File: src/rtl/cordic_pkg.sv
// Shared CORDIC constants, types and helpers for the quarter-phase blocks.
// Phase scale: 2^PH_W LSB = 90 degrees.
package cordic_pkg;

  localparam int MAX_ITER = 19;
  localparam int PH_W     = 23;
  localparam int XY_W     = 21;
  // Phase accumulator: sign bit plus one guard bit above 90 degrees.
  localparam int ACC_W    = PH_W + 2;

  localparam logic [15:0] CORDIC_GAIN_INV = 16'hDBD9;

  // atan(2^-(i+1)) scaled so that 2^23 = 90 degrees.
  localparam logic [PH_W-1:0] ANGLE [MAX_ITER] = '{
    23'h25C80A, 23'h13F671, 23'h0A2224, 23'h05161B, 23'h028BB0,
    23'h0145EC, 23'h00A2F9, 23'h00517D, 23'h0028BE, 23'h00145F,
    23'h000A30, 23'h000518, 23'h00028C, 23'h000146, 23'h0000A3,
    23'h000051, 23'h000029, 23'h000014, 23'h00000A
  };

  typedef enum logic [1:0] {IDLE, ITER, SCALE, DONE} state_t;

  // Place a 16-bit unsigned component into the signed working format
  // {sign, 2 growth bits, value, 2 fraction bits}.
  function automatic logic signed [XY_W-1:0] to_xy(input logic [15:0] v);
    return {3'b000, v, 2'b00};
  endfunction

endpackage

File: src/rtl/cordic_vec_step.sv
// One vectoring-mode micro-rotation: drives y towards zero and accumulates
// the rotated angle. Purely combinational so it can be replicated per stage.
module cordic_vec_step
  import cordic_pkg::*;
(
  input  logic signed [XY_W-1:0]  x,
  input  logic signed [XY_W-1:0]  y,
  input  logic signed [ACC_W-1:0] p,
  input  logic        [4:0]       shift,
  input  logic        [PH_W-1:0]  angle,
  output logic signed [XY_W-1:0]  x_next,
  output logic signed [XY_W-1:0]  y_next,
  output logic signed [ACC_W-1:0] p_next
);

  logic signed [XY_W-1:0]  x_sh;
  logic signed [XY_W-1:0]  y_sh;
  logic signed [ACC_W-1:0] ang;

  // NOTE: every output gets a value on every path, so no latch is inferred.
  always_comb begin
    x_sh = x >>> shift;
    y_sh = y >>> shift;
    ang  = signed'({2'b00, angle});
    if (!y[XY_W-1]) begin
      x_next = x + y_sh;
      y_next = y - x_sh;
      p_next = p + ang;
    end else begin
      x_next = x - y_sh;
      y_next = y + x_sh;
      p_next = p - ang;
    end
  end

endmodule

File: src/rtl/cordic_vec.sv
// Iterative vectoring CORDIC: first-quadrant (x, y) -> quarter phase and
// magnitude, one micro-rotation per clock, valid/ready on both sides.
module cordic_vec
  import cordic_pkg::*;
#(
  parameter int N_ITER = 19
) (
  input  logic        i_clk,
  input  logic        i_rst_n,
  input  logic [15:0] i_x,
  input  logic [15:0] i_y,
  input  logic        i_valid,
  output logic        o_ready,
  output logic [15:0] o_qph,
  output logic [16:0] o_mag,
  output logic        o_valid,
  input  logic        i_ready
);

  localparam logic signed [ACC_W-1:0] P_90 = {2'b01, {PH_W{1'b0}}};

  state_t                  state;
  logic [4:0]              cnt;
  logic signed [XY_W-1:0]  x_q;
  logic signed [XY_W-1:0]  y_q;
  logic signed [ACC_W-1:0] p_q;
  logic                    zero_q;

  logic signed [XY_W-1:0]  x_nx;
  logic signed [XY_W-1:0]  y_nx;
  logic signed [ACC_W-1:0] p_nx;
  logic [4:0]              shift;
  logic [33:0]             mag_prod;
  logic [15:0]             qph_sat;

  assign shift = cnt + 5'd1;

  cordic_vec_step u_step (
    .x      (x_q),
    .y      (y_q),
    .p      (p_q),
    .shift  (shift),
    .angle  (ANGLE[cnt]),
    .x_next (x_nx),
    .y_next (y_nx),
    .p_next (p_nx)
  );

  // x is non-negative after the iterations, so its integer part is unsigned.
  assign mag_prod = {16'b0, x_q[XY_W-2:2]} * {18'b0, CORDIC_GAIN_INV};

  always_comb begin
    if (p_q[ACC_W-1])   qph_sat = '0;
    else if (p_q[PH_W]) qph_sat = 16'hFFFF;
    else                qph_sat = p_q[PH_W-1:7];
  end

  // Ready is gated by reset directly so it drops in the same cycle reset is asserted.
  assign o_ready = i_rst_n && (state == IDLE);

  // NOTE: all state here is non-blocking so every register sees pre-edge values.
  always_ff @(posedge i_clk) begin
    if (!i_rst_n) begin
      state   <= IDLE;
      cnt     <= '0;
      x_q     <= '0;
      y_q     <= '0;
      p_q     <= '0;
      zero_q  <= 1'b0;
      o_qph   <= '0;
      o_mag   <= '0;
      o_valid <= 1'b0;
    end else begin
      unique case (state)
        IDLE: begin
          if (i_valid) begin
            cnt    <= '0;
            zero_q <= (i_x == 16'd0) && (i_y == 16'd0);
            state  <= ITER;
            // Steep vectors are rotated by -90 degrees so the iterations only
            // ever have to cover +/-45 degrees.
            if (i_y > i_x) begin
              x_q <= to_xy(i_y);
              y_q <= -to_xy(i_x);
              p_q <= P_90;
            end else begin
              x_q <= to_xy(i_x);
              y_q <= to_xy(i_y);
              p_q <= '0;
            end
          end
        end
        ITER: begin
          x_q <= x_nx;
          y_q <= y_nx;
          p_q <= p_nx;
          if (cnt == 5'(N_ITER - 1)) state <= SCALE;
          else                       cnt   <= cnt + 5'd1;
        end
        SCALE: begin
          o_valid <= 1'b1;
          o_qph   <= zero_q ? 16'd0 : qph_sat;
          o_mag   <= zero_q ? 17'd0 : mag_prod[32:16];
          state   <= DONE;
        end
        DONE: begin
          if (i_ready) begin
            o_valid <= 1'b0;
            state   <= IDLE;
          end
        end
        default: state <= IDLE;
      endcase
    end
  end

endmodule

File: config.mk
export PLATFORM = sky130hd
export DESIGN_NAME = cordic_vec
export DESIGN_NICKNAME = d
export VERILOG_FILES = /design/src/rtl/cordic_pkg.sv /design/src/rtl/cordic_vec_step.sv /design/src/rtl/cordic_vec.sv
export SDC_FILE = /design/constraint.sdc
export NUM_CORES = 1
export LEC_CHECK = 0
export BUFFER_PORTS_ARGS = -buffer_cell sky130_fd_sc_hd__buf_2
export CORE_MARGIN = 3
export CORE_UTILIZATION = 60
export CTS_BUF_LIST = sky130_fd_sc_hd__clkbuf_8
export CTS_CLUSTER_DIAMETER = 80
export DETAILED_ROUTE_END_ITERATION = 7
export PLACE_DENSITY_LB_ADDON = 0.3
export SLEW_MARGIN = 15
export SYNTH_ARGS = -nofsm -noshare
export SYNTH_HDL_FRONTEND = slang
export SYNTH_HIERARCHICAL = 1
export SYNTH_SLANG_ARGS = --single-unit
File: constraint.sdc
create_clock -name i_clk -period 7.5 [get_ports i_clk]
set_input_delay 0.75 -clock i_clk [delete_from_list [all_inputs] [get_ports i_clk]]
set_output_delay 0.75 -clock i_clk [all_outputs]
set_load 0.005 [all_outputs]
-- Word-level counts from Yosys, hierarchy flattened
Memories as Yosys holds them, arrays and structs flattened.
Index checks and enable logic that the tools add are counted.
W data, S select, Z words.
- input port bits: 36
- bits in read-only memories: 736
- output and inout bits: 35
- flip-flop bits (word level): 109
- memories kept: 1
- word-level logic and storage cells: 71
- memory list (name ; depth ; bits a word ; read ports ; clocked after Yosys merged registers in ; wr ports ; line ; RTL):
    (no name shown) ; 32 ; 23 ; 1 ; 0 ; 0 ; cordic_vec.sv:43 ; .angle (ANGLE[cnt]),
- multiply operators: 1
- add/subtract/negate cells: 8
- bitwise operators: 1
- muxes and demuxes: 27
- order comparisons: 2
- reduce and logical (&&, ||, !) cells: 12
- equal/unequal tests: 8
- shifts and indexed selects: 2
- operators by type and width (cell ; count):
    $mux W21 ; 5
    $pmux W21 S2 ; 2
    $mux W25 ; 2
    $pmux W25 S2 ; 1
    $mux W16 ; 3
    $mux W23 ; 2
    $add A21 B21 Y21 ; 2
    $sshr A21 B5 Y21 ; 2
    $sub A21 B21 Y21 ; 2
    $mul A18 B16 Y33 const B ; 1
    $logic_not A16 Y1 ; 2
    $add A25 B24 Y25 ; 1
    $sub A25 B24 Y25 ; 1
    $mux W24 ; 1
    $neg A18 Y21 ; 1
    $mux W18 ; 1
    $mux W17 ; 1
    $gt A16 B16 Y1 ; 1
    $mux W5 ; 2
    $pmux W5 S2 ; 1
    $ne A2 B2 Y1 const B ; 4
    $pmux W2 S4 ; 1
    $ge A6 B6 Y1 const B ; 1
    $mux W2 ; 3
    other kinds (12) ; 18

-- Longest topological paths before layout
Gate-level depths: netlist of run 1.
- depth in word-level cells: 7
- mapped depth: 33
- depth with buffers taken out: 29

-- Modules after synthesis
Netlist of run 1, hierarchy kept.
- modules (own cells, without submodules) (module ; sequential area each (µm²) ; cells an instance ; times used ; area each (µm²)):
    cordic_vec ; 2182.1 ; 1374 ; 1 ; 12166.7
    cordic_vec_step ; 0.0 ; 977 ; 1 ; 7238.2

-- Least setup slack after synthesis of run 1
OpenSTA, ideal clock, no wires.
- path type: reg2reg
- start: register cnt[0]
- end: register y_q[20]
- setup time: 119 ps
- required time: 7381 ps
- arrival: 6133 ps
- period minus slack after synthesis: 6253 ps
- path buffers: 3
- path slack: 1247 ps
- cell stages (with the launch flop): 28
- cell sequence: dfxtp_1 clkbuf_1 inv_1 ha_1 buf_6 buf_6 mux4_2 mux2_2 mux4_2 inv_1 ha_1 inv_1 nand4bb_1 or4b_4 nor2_1 nor2_1 xor2_1 ha_1 nor2b_1 a41oi_1 o311ai_0 a21oi_1 o21ai_0 a2111oi_0 nor3_1 xor2_1 a21oi_1 a21oi_1
- word-level cells in the longest chain between the ends: 5
- elaborated cells on any way between the ends: 6
- classes of those cells: 3 x add/sub; 1 x shift; 2 x mux
- RTL lines (what ; line ; RTL):
    from (decl) ; cordic_vec.sv:23 ; logic [4:0] cnt;
    from (signal assigned) ; cordic_vec.sv:98 ; else cnt <= cnt + 5'd1;
    $add A5 B1 Y5 * ; cordic_vec.sv:36 ; assign shift = cnt + 5'd1;
    named net shift[0] ; cordic_vec.sv:32 ; logic [4:0] shift;
    $sshr A21 B5 Y21 * ; cordic_vec_step.sv:22 ; x_sh = x >>> shift;
    $sub A21 B21 Y21 or $add A21 B21 Y21 (tied branches) ; cordic_vec_step.sv:27, cordic_vec_step.sv:31 ;
    $mux W21 * ; cordic_vec_step.sv:25 ; if (!y[XY_W-1]) begin
    named net y_nx[20] ; cordic_vec.sv:30 ; logic signed [XY_W-1:0] y_nx;
    $pmux W21 S2 * ; cordic_vec.sv:74 ; unique case (state)
    to (signal assigned) ; cordic_vec.sv:84 ; y_q <= -to_xy(i_x);
    to (signal assigned) ; cordic_vec.sv:88 ; y_q <= to_xy(i_y);
    to (signal assigned) ; cordic_vec.sv:95 ; y_q <= y_nx;
    to (decl) ; cordic_vec.sv:25 ; logic signed [XY_W-1:0] y_q;
The timed path passes the listed nets; every way through them passes the cells marked *.
A chain may end at the register's enable or synchronous reset.

-- Worst setup path after layout of run 1
- start: register cnt[0]
- end: register x_q[17]
- word-level cells in the longest chain between the ends: 5
- elaborated cells on any way between the ends: 6
- classes of those cells: 3 x add/sub; 1 x shift; 2 x mux
- RTL lines (what ; line ; RTL):
    $add A5 B1 Y5 * ; cordic_vec.sv:36 ;
    named net shift[2] ; cordic_vec.sv:32 ;
    $sshr A21 B5 Y21 * ; cordic_vec_step.sv:23 ; y_sh = y >>> shift;
    $add A21 B21 Y21 or $sub A21 B21 Y21 (tied branches) ; cordic_vec_step.sv:26, cordic_vec_step.sv:30 ;
    $mux W21 * ; cordic_vec_step.sv:25 ;
    named net x_nx[17] ; cordic_vec.sv:29 ; logic signed [XY_W-1:0] x_nx;
    $pmux W21 S2 * ; cordic_vec.sv:74 ;
    to (signal assigned) ; cordic_vec.sv:83 ; x_q <= to_xy(i_y);
    to (signal assigned) ; cordic_vec.sv:87 ; x_q <= to_xy(i_x);
    to (signal assigned) ; cordic_vec.sv:94 ; x_q <= x_nx;
    to (decl) ; cordic_vec.sv:24 ; logic signed [XY_W-1:0] x_q;
Marks and branches as above.

==> key figures, run 1 <==
Global routing
  – Met2 GRT Util: 55.4%
  – Pin count of the biggest net entering global routing: 70
  – Routing usage on met1: 42.3%
  – Gr usage total: 33.1%
  – Number of global-route vias before repair: 17500
  – Grt met3 use: 6.39%
  – First-pass GRT wire length: 90600 microns
  – Most used routing layer: met2
  – Initial antenna violation count: 2
  – Grt ovf: 0

Die
  – Core box area: 0.0317 sq mm
  – Initial core utilization: 61.2%
  – Ports: 71
  – Die X: 186 microns
  – DIE HEIGHT: 186 microns
  – Std cell rows: 65
  – Die area: 0.0345 sq mm

Synth
  – Post-synth EDFFs: 0
  – Seq/Total Area, Yosys: 11.2%
  – Asr flop ratio synth: 0%
  – Primary FF master, synth: dfxtp_1
  – Synth warn: 6
  – FF+latch count, synth: 109
  – Post-Syn Area: 0.0194 sq mm
  – Cells after Synth: 2351
  – Count of cell types in the netlist: 91
  – Syn Area/Cell: 8.25 sq um

Detailed routing
  – DRC: 0
  – Drt total wl: 57000 microns
  – Antenna-violating nets left: 0
  – Drt pass-1 iters: 6
  – Detailed Route Iter0 Violations: 1680
  – Drt wl/cell: 20.6 microns
  – DR vias: 18000
  – Vias per cell: 6.53

Cells and area
  – Area delta synth->final: 4.20%
  – Final-stage net count: 2754
  – Share of layout cells above drive strength 1: 9.24%

STA
  – RSZ-0062 raised after global routing: no
  – Slew Limit Fails: 0
  – Clock Skews: 0.0274 ns
  – Final setup fails: 0
  – Final WS setup: 0.601 ns
  – Min Tclk post-route: 6.90 ns
  – TNS Setup: 0 ns
  – Final period util: 92.0%
  – Worst-margin pin slew: 1.17 ns
  – Final hold vios: 0
  – Worst slew margin: 22.1%
  – Fmax: 145 MHz

Run
  – Max_cap viols: 0

Setup path
  – Path depth of the worst reg2reg path: 24
  – Critical path type: reg -> reg
  – Crit path DAT: 7.23 ns
  – Reg2reg start: cnt[0]
  – Startpoint types: register
  – Reg2reg end: x_q[17]
  – CP endpoint kind: register
  – Critical path required time: 7.83 ns
  – R2R Setup Slk: 0.60 ns
  – Worst-path fanout max: 29

Hold path
  – Hold WC Path Type: reg -> reg
  – Worst Hold Launch: o_mag[14]
  – Hold path depth: 2
  – Worst Hold End: o_mag[14]

Clock tree
  – H-tree levels: 3
  – Clock transition at path regs: 0.12 ns
  – Clock Tree Buf Depth: 2
  – CTS buffer count: 9
  – CTS tree: built
  – Root buffer cell: clkbuf_8
  – Clock Sinks: 109
  – Clock Latency Late Sink: 0.45 ns

Place
  – Pre-CTS worst setup slack: 0.585 ns
  – Final GP Congestion: 1.03
  – Port bufs: 70
  – Post-DP HPWL: 44000 microns

Run status
  – Status: complete, no violations
[worst max-delay path by stage]
stage	start	endpoint	slack, ns	cells past startpoint
after floorplan	cnt[0]	y_q[20]	1.25	27
after global placement	cnt[1]	y_q[20]	0.83	24
after detailed placement	cnt[1]	x_q[17]	0.58	22
after CTS	cnt[1]	x_q[17]	0.55	22
after global routing	cnt[0]	x_q[17]	0.004	24
final	cnt[0]	x_q[17]	0.60	24
[Yosys cell counts (all sizes together) (6+ instances only)]
cell type	number	area share [%]
a211o	8	0.36
a211oi	18	0.72
a21boi	23	0.93
a21o	21	0.81
a21oi	203	5.3
a22oi	40	1.5
a31oi	16	0.52
a41oi	8	0.40
and2	23	0.74
and3	14	0.45
buf	39	1.5
clkbuf	74	1.5
dfxtp	109	11
fa	135	14
ha	229	15
inv	277	5.4
mux2	26	1.6
mux2i	71	3.7
mux4	40	4.7
nand2	162	3.1
nand2b	41	1.3
nand3	44	1.1
nand4	15	0.52
nor2	142	2.8
nor2b	53	1.7
nor3	44	1.2
nor3b	7	0.27
nor4	17	0.61
o211ai	29	1.1
o21a	18	0.70
o21ai	116	3.0
o21bai	12	0.46
o311ai	21	0.95
o31a	7	0.32
o31ai	13	0.50
o41ai	6	0.27
or3	25	0.81
xnor2	99	4.5
xor2	26	1.2
[cell families after synthesis]
kind of cell | Yosys count | share of synthesized area [%]
xor+xnor | 126 | 5.76
simple gates | 605 | 15.4
compound gates | 618 | 20.7
flops | 109 | 11.2
other cells | 1 | 0.0193
mux | 137 | 9.89
fa+ha+maj | 364 | 28.7
buf+inv | 391 | 8.29
[stage by stage]
step	utilization (%)	hold WS [ns]	instance area, sq um	cells
3_3_place_gp	63.0	0.428	20000	2744
2_1_floorplan	-	0.449	19400	2352
3_5_place_dp	63.0	0.439	20000	2744
5_1_grt	63.8	0.478	20200	2762
6_report	63.8	0.466	20200	2762
4_1_cts	63.7	0.463	20200	2760
[registers in the layout (all words and copies together) (netlist names)]
| register | flops |
|---|---|
| y_q | 21 |
| o_valid | 1 |
| cnt | 5 |
| x_q | 21 |
| o_qph | 16 |
| state | 2 |
| p_q | 25 |
| zero_q | 1 |
| o_mag | 17 |
[repair_timing]
action,CTS,global route
setup buffers,0,1
resized for setup,0,1
setup endpoints to repair,0,1
hold buffers,0,0
[cells in the final DEF, fill, tap and decap left out, types with 26 or more instances in the layout]
master | Yosys | routed
xor2_1 | 26 | 26
nand2_1 | 162 | 162
o211ai_1 | 29 | 29
a21oi_1 | 200 | 200
mux2i_1 | 71 | 71
nor2_1 | 141 | 141
buf_4 | 5 | 33
nor2b_1 | 53 | 53
nor3_1 | 43 | 43
mux4_2 | 39 | 39
a22oi_1 | 40 | 40
nand2b_1 | 41 | 41
inv_1 | 277 | 275
o21ai_0 | 112 | 112
xnor2_1 | 99 | 97
dfxtp_1 | 109 | 108
nand3_1 | 44 | 44
buf_2 | 14 | 70
ha_1 | 229 | 228
fa_1 | 135 | 135
[per-layer routing]
metal  vias to the layer above  part of all wire [%]
li1                       8309                     -
met1                      8727                    41
met2                       830                    47
met3                       161                   8.5
met4                         0                   4.0
met5                         -                     0
[cell type report]
cell class / instances / area, sq um
multi-input combinational: 1852 / 15700
fill: 2790 / 11500
sequential: 109 / 2180
inverter: 278 / 1040
timing repair buffer: 104 / 618
tap: 402 / 503
clock buffer: 10 / 138
clock inverter: 6 / 77.6
antenna: 1 / 2.50
[worst max-delay path, stage by stage (launching register included)]
cell      delay (ns)
dfxtp_1         0.60
ha_1            0.30
inv_1           0.06
ha_1            0.28
inv_2           0.45
buf_4           0.32
mux4_2          0.35
mux2_2          0.29
a222oi_1        0.57
and3_1          0.35
nand3_1         0.14
a211o_1         0.31
o21ai_0         0.08
ha_1            0.31
a21oi_1         0.17
inv_1           0.06
o41ai_1         0.49
o21bai_1        0.20
a41oi_1         0.31
a211oi_1        0.14
a41oi_1         0.28
nor2b_1         0.20
xnor2_1         0.09
o311ai_0        0.35
a21oi_1         0.07
Power of run 1 is left out: the tool's default activity adds up to more than one toggle a clock period on the data nets, which glitch-free logic cannot reach.
==> inputs of run 2 (changes only) <==
==> constraint.sdc (replaced) <==
create_clock -name i_clk -period 5.91 [get_ports i_clk]
set_input_delay 0.591 -clock i_clk [delete_from_list [all_inputs] [get_ports i_clk]]
set_output_delay 0.591 -clock i_clk [all_outputs]
set_load 0.005 [all_outputs]
==> run 2 against run 1 <==
- the run now ends with DRC left
- worst setup slack worse by 0.41 ns
- flip-flop and latch count stayed put
- global-route usage is 1.2 points higher
- clock-buffer cell count is 1 lower
- critical path depth is 5 lower
- non-clock buffer count is 158 higher
- maximum frequency is 21% higher
- critical endpoint is now o_mag[11]
- die area stayed put
==> key figures, run 2 (synthesized netlist as in run 1, its figures left out) <==
Run status
  – Status: complete, but fails checks (was complete, no violations)
  – Failing checks: DRC

Setup path
  – Critical path required time: 6.27 ns (was 7.83 ns)
  – Reg2reg end: o_mag[11] (was x_q[17])
  – Worst-path fanout max: 7 (was 29)
  – CP most frequent cell: inv_1 (was ha_1)
  – Slowest-stage cell, CP: dfxtp_1 (unchanged)
  – Crit path DAT: 6.08 ns (was 7.23 ns)
  – R2R Setup Slk: 0.19 ns (was 0.60 ns)
  – CP endpoint kind: register (unchanged)
  – Slowest stage delay, CP: 0.59 ns (was 0.60 ns)
  – Critical path type: reg -> reg (unchanged)
  – Path depth of the worst reg2reg path: 19 (was 24)
  – Worst path cell trace: inv_1, fa_1, inv_1, ha_1, fa_1, inv_1, fa_1, inv_1, fa_1, inv_1, fa_1, inv_1, ha_1, a21oi_1, nor3b_1, o211ai_1, a21oi_1, or3_1, a32o_1 (was ha_1, inv_1, ha_1, inv_2, buf_4, mux4_2, mux2_2, a222oi_1, and3_1, nand3_1, a211o_1, o21ai_0, ha_1, a21oi_1, inv_1, o41ai_1, o21bai_1, a41oi_1, a211oi_1, a41oi_1, nor2b_1, xnor2_1, o311ai_0, a21oi_1)
  – Startpoint types: register (unchanged)
  – Reg2reg start: x_q[4] (was cnt[0])

Place
  – Post-DP HPWL: 47000 microns (was 44000 microns)
  – Cells after DPL: 2883 (was 2744)
  – Port bufs: 70 (unchanged)
  – Final GP Congestion: 1.01 (was 1.03)

Global routing
  – Pin count of the biggest net entering global routing: 70 (unchanged)
  – First-pass GRT wire length: 93400 microns (was 90600 microns)
  – Grt ovf: 0 (unchanged)
  – Initial antenna violation count: 0 (was 2)
  – Gr usage total: 34.3% (was 33.1%)
  – Number of global-route vias before repair: 17800 (was 17500)

Cells and area
  – Final-stage net count: 2912 (was 2754)
  – Most frequent cells in the layout: 272 x inv_1, 224 x ha_1, 195 x a21oi_1 (was 275 x inv_1, 228 x ha_1, 200 x a21oi_1)
  – Area delta synth->final: 12.3% (was 4.20%)
  – Final cell count without fillers: 2919 (was 2762)
  – Inserted Diodes: 0 (was 1)
  – Fill count: 2611 (was 2790)
  – Most common cell after layout, fill and taps aside: inv_1 (unchanged)
  – Sequential standard cell area: 0.00220 sq mm (was 0.00218 sq mm)
  – Biggest register: p_q (unchanged)
  – Share of layout cells above drive strength 1: 16.9% (was 9.24%)
  – Multi-input gate area in the final layout: 0.0159 sq mm (was 0.0157 sq mm)
  – Largest register FFs: 25 (unchanged)
  – Biggest regs: p_q: 25 flops, x_q: 21 flops, y_q: 21 flops (unchanged)

Clock tree
  – Clock Latency Late Sink: 0.46 ns (was 0.45 ns)
  – Clock Sinks: 109 (unchanged)
  – Clock transition at path regs: 0.13 ns (was 0.12 ns)
  – Clock Tree Buf Depth: 2 (unchanged)
  – CTS tree: built (unchanged)
  – Root buffer cell: clkbuf_8 (unchanged)
  – CTS buffer count: 9 (unchanged)
  – H-tree levels: 3 (unchanged)

Detailed routing
  – Vias per cell: 6.34 (was 6.53)
  – Drt pass-1 iters: 8 (was 6)
  – Detailed Route Iter0 Violations: 1488 (was 1680)
  – Antenna-violating nets left: 0 (unchanged)
  – Drt total wl: 59500 microns (was 57000 microns)
  – DR vias: 18500 (was 18000)
  – DRC: 1 (was 0)
  – Drt wl/cell: 20.4 microns (was 20.6 microns)

STA
  – Clock Skews: 0.0322 ns (was 0.0274 ns)
  – Worst-margin pin slew: 1.13 ns (was 1.17 ns)
  – Final hold vios: 0 (unchanged)
  – Worst slew margin: 24.5% (was 22.1%)
  – Fmax: 175 MHz (was 145 MHz)
  – Final period util: 96.7% (was 92.0%)
  – RSZ-0062 raised after global routing: yes (was no)
  – Slew Limit Fails: 0 (unchanged)
  – Fin Hold WS: 0.458 ns (was 0.466 ns)
  – Final setup fails: 0 (unchanged)
  – Min Tclk post-route: 5.72 ns (was 6.90 ns)

Die
  – DIE HEIGHT: 186 microns (unchanged)
  – Initial core utilization: 61.2% (unchanged)
  – Std cell rows: 65 (unchanged)
  – Die area: 0.0345 sq mm (unchanged)
  – Core box area: 0.0317 sq mm (unchanged)
  – Die X: 186 microns (unchanged)
  – Ports: 71 (unchanged)

Run
  – Max_cap viols: 0 (unchanged)

Hold path
  – Worst Hold End: o_mag[14] (unchanged)
  – Worst Hold Launch: o_mag[14] (unchanged)
  – Hold path depth: 2 (unchanged)
  – Hold WC Path Type: reg -> reg (unchanged)
## run 2: changes by cell type in the layout (fill, tap and decap cells not counted), sizes merged
cell | previous run | this run
diode | 1 | 0
buf | 104 | 261
bufinv | 1 | 0
inv | 280 | 281
clkinvlp | 1 | 2
## run 2: worst max-delay path by stage
stage          startpoint         to  slack (ns)
2_1_floorplan      cnt[0]    y_q[19]       0.001
3_3_place_gp       cnt[1]    y_q[19]       0.004
3_5_place_dp       cnt[1]    y_q[19]       -0.10
4_1_cts            cnt[1]    y_q[20]        0.01
5_1_grt            cnt[1]    y_q[20]       -0.11
6_report           x_q[4]  o_mag[11]        0.19
## run 2: area by class of cell
class | instances | share of cell area [%]
Inverter | 278 | 4.83
Multi-Input combinational cell | 1852 | 73.0
Sequential cell | 109 | 10.1
Timing Repair Buffer | 262 | 8.79
Clock buffer | 9 | 0.569
Clock inverter | 7 | 0.345
Tap cell | 402 | 2.31
## run 2: routing by layer
metal  global-route usage [%]  part of all wire, %  vias up
met3                     8.38                  8.8      140
met2                     56.6                   47      761
met1                     43.5                   40     8963
li1                         -                    -     8638
met5                        0                    0        -
met4                     13.4                  4.0        0
## run 2: what timing repair did
action                                 4_1_cts  5_1_grt
gates cloned                                 0        1
hold buffers                                 0        0
endpoints found under the hold margin        0        0
pin swaps                                    1       25
setup endpoints to repair                    4       32
buffers inserted                             0       19
resized for setup                            4       76
## run 2: worst max-delay path: cells and delay by family, from the launching register on
family / cells / cell delay [ns]
simple gates: 2 / 0.39
fa+ha+maj: 7 / 3.18
compound gates: 4 / 1.05
buf+inv: 6 / 0.42
flops: 1 / 0.59
## run 2: stage by stage
stage	util (%)	setup WS [ns]	cell area [sq um]	TNS, ns
3_5_place_dp	66.4	-0.103	21100	-0.126
4_1_cts	67.1	0.0104	21300	0
3_3_place_gp	66.4	0.00392	21100	0
2_1_floorplan	-	0.00136	19500	0
6_report	68.7	0.192	21800	0
5_1_grt	68.7	-0.111	21800	-0.236
Power of run 2 is left out for the same reason.
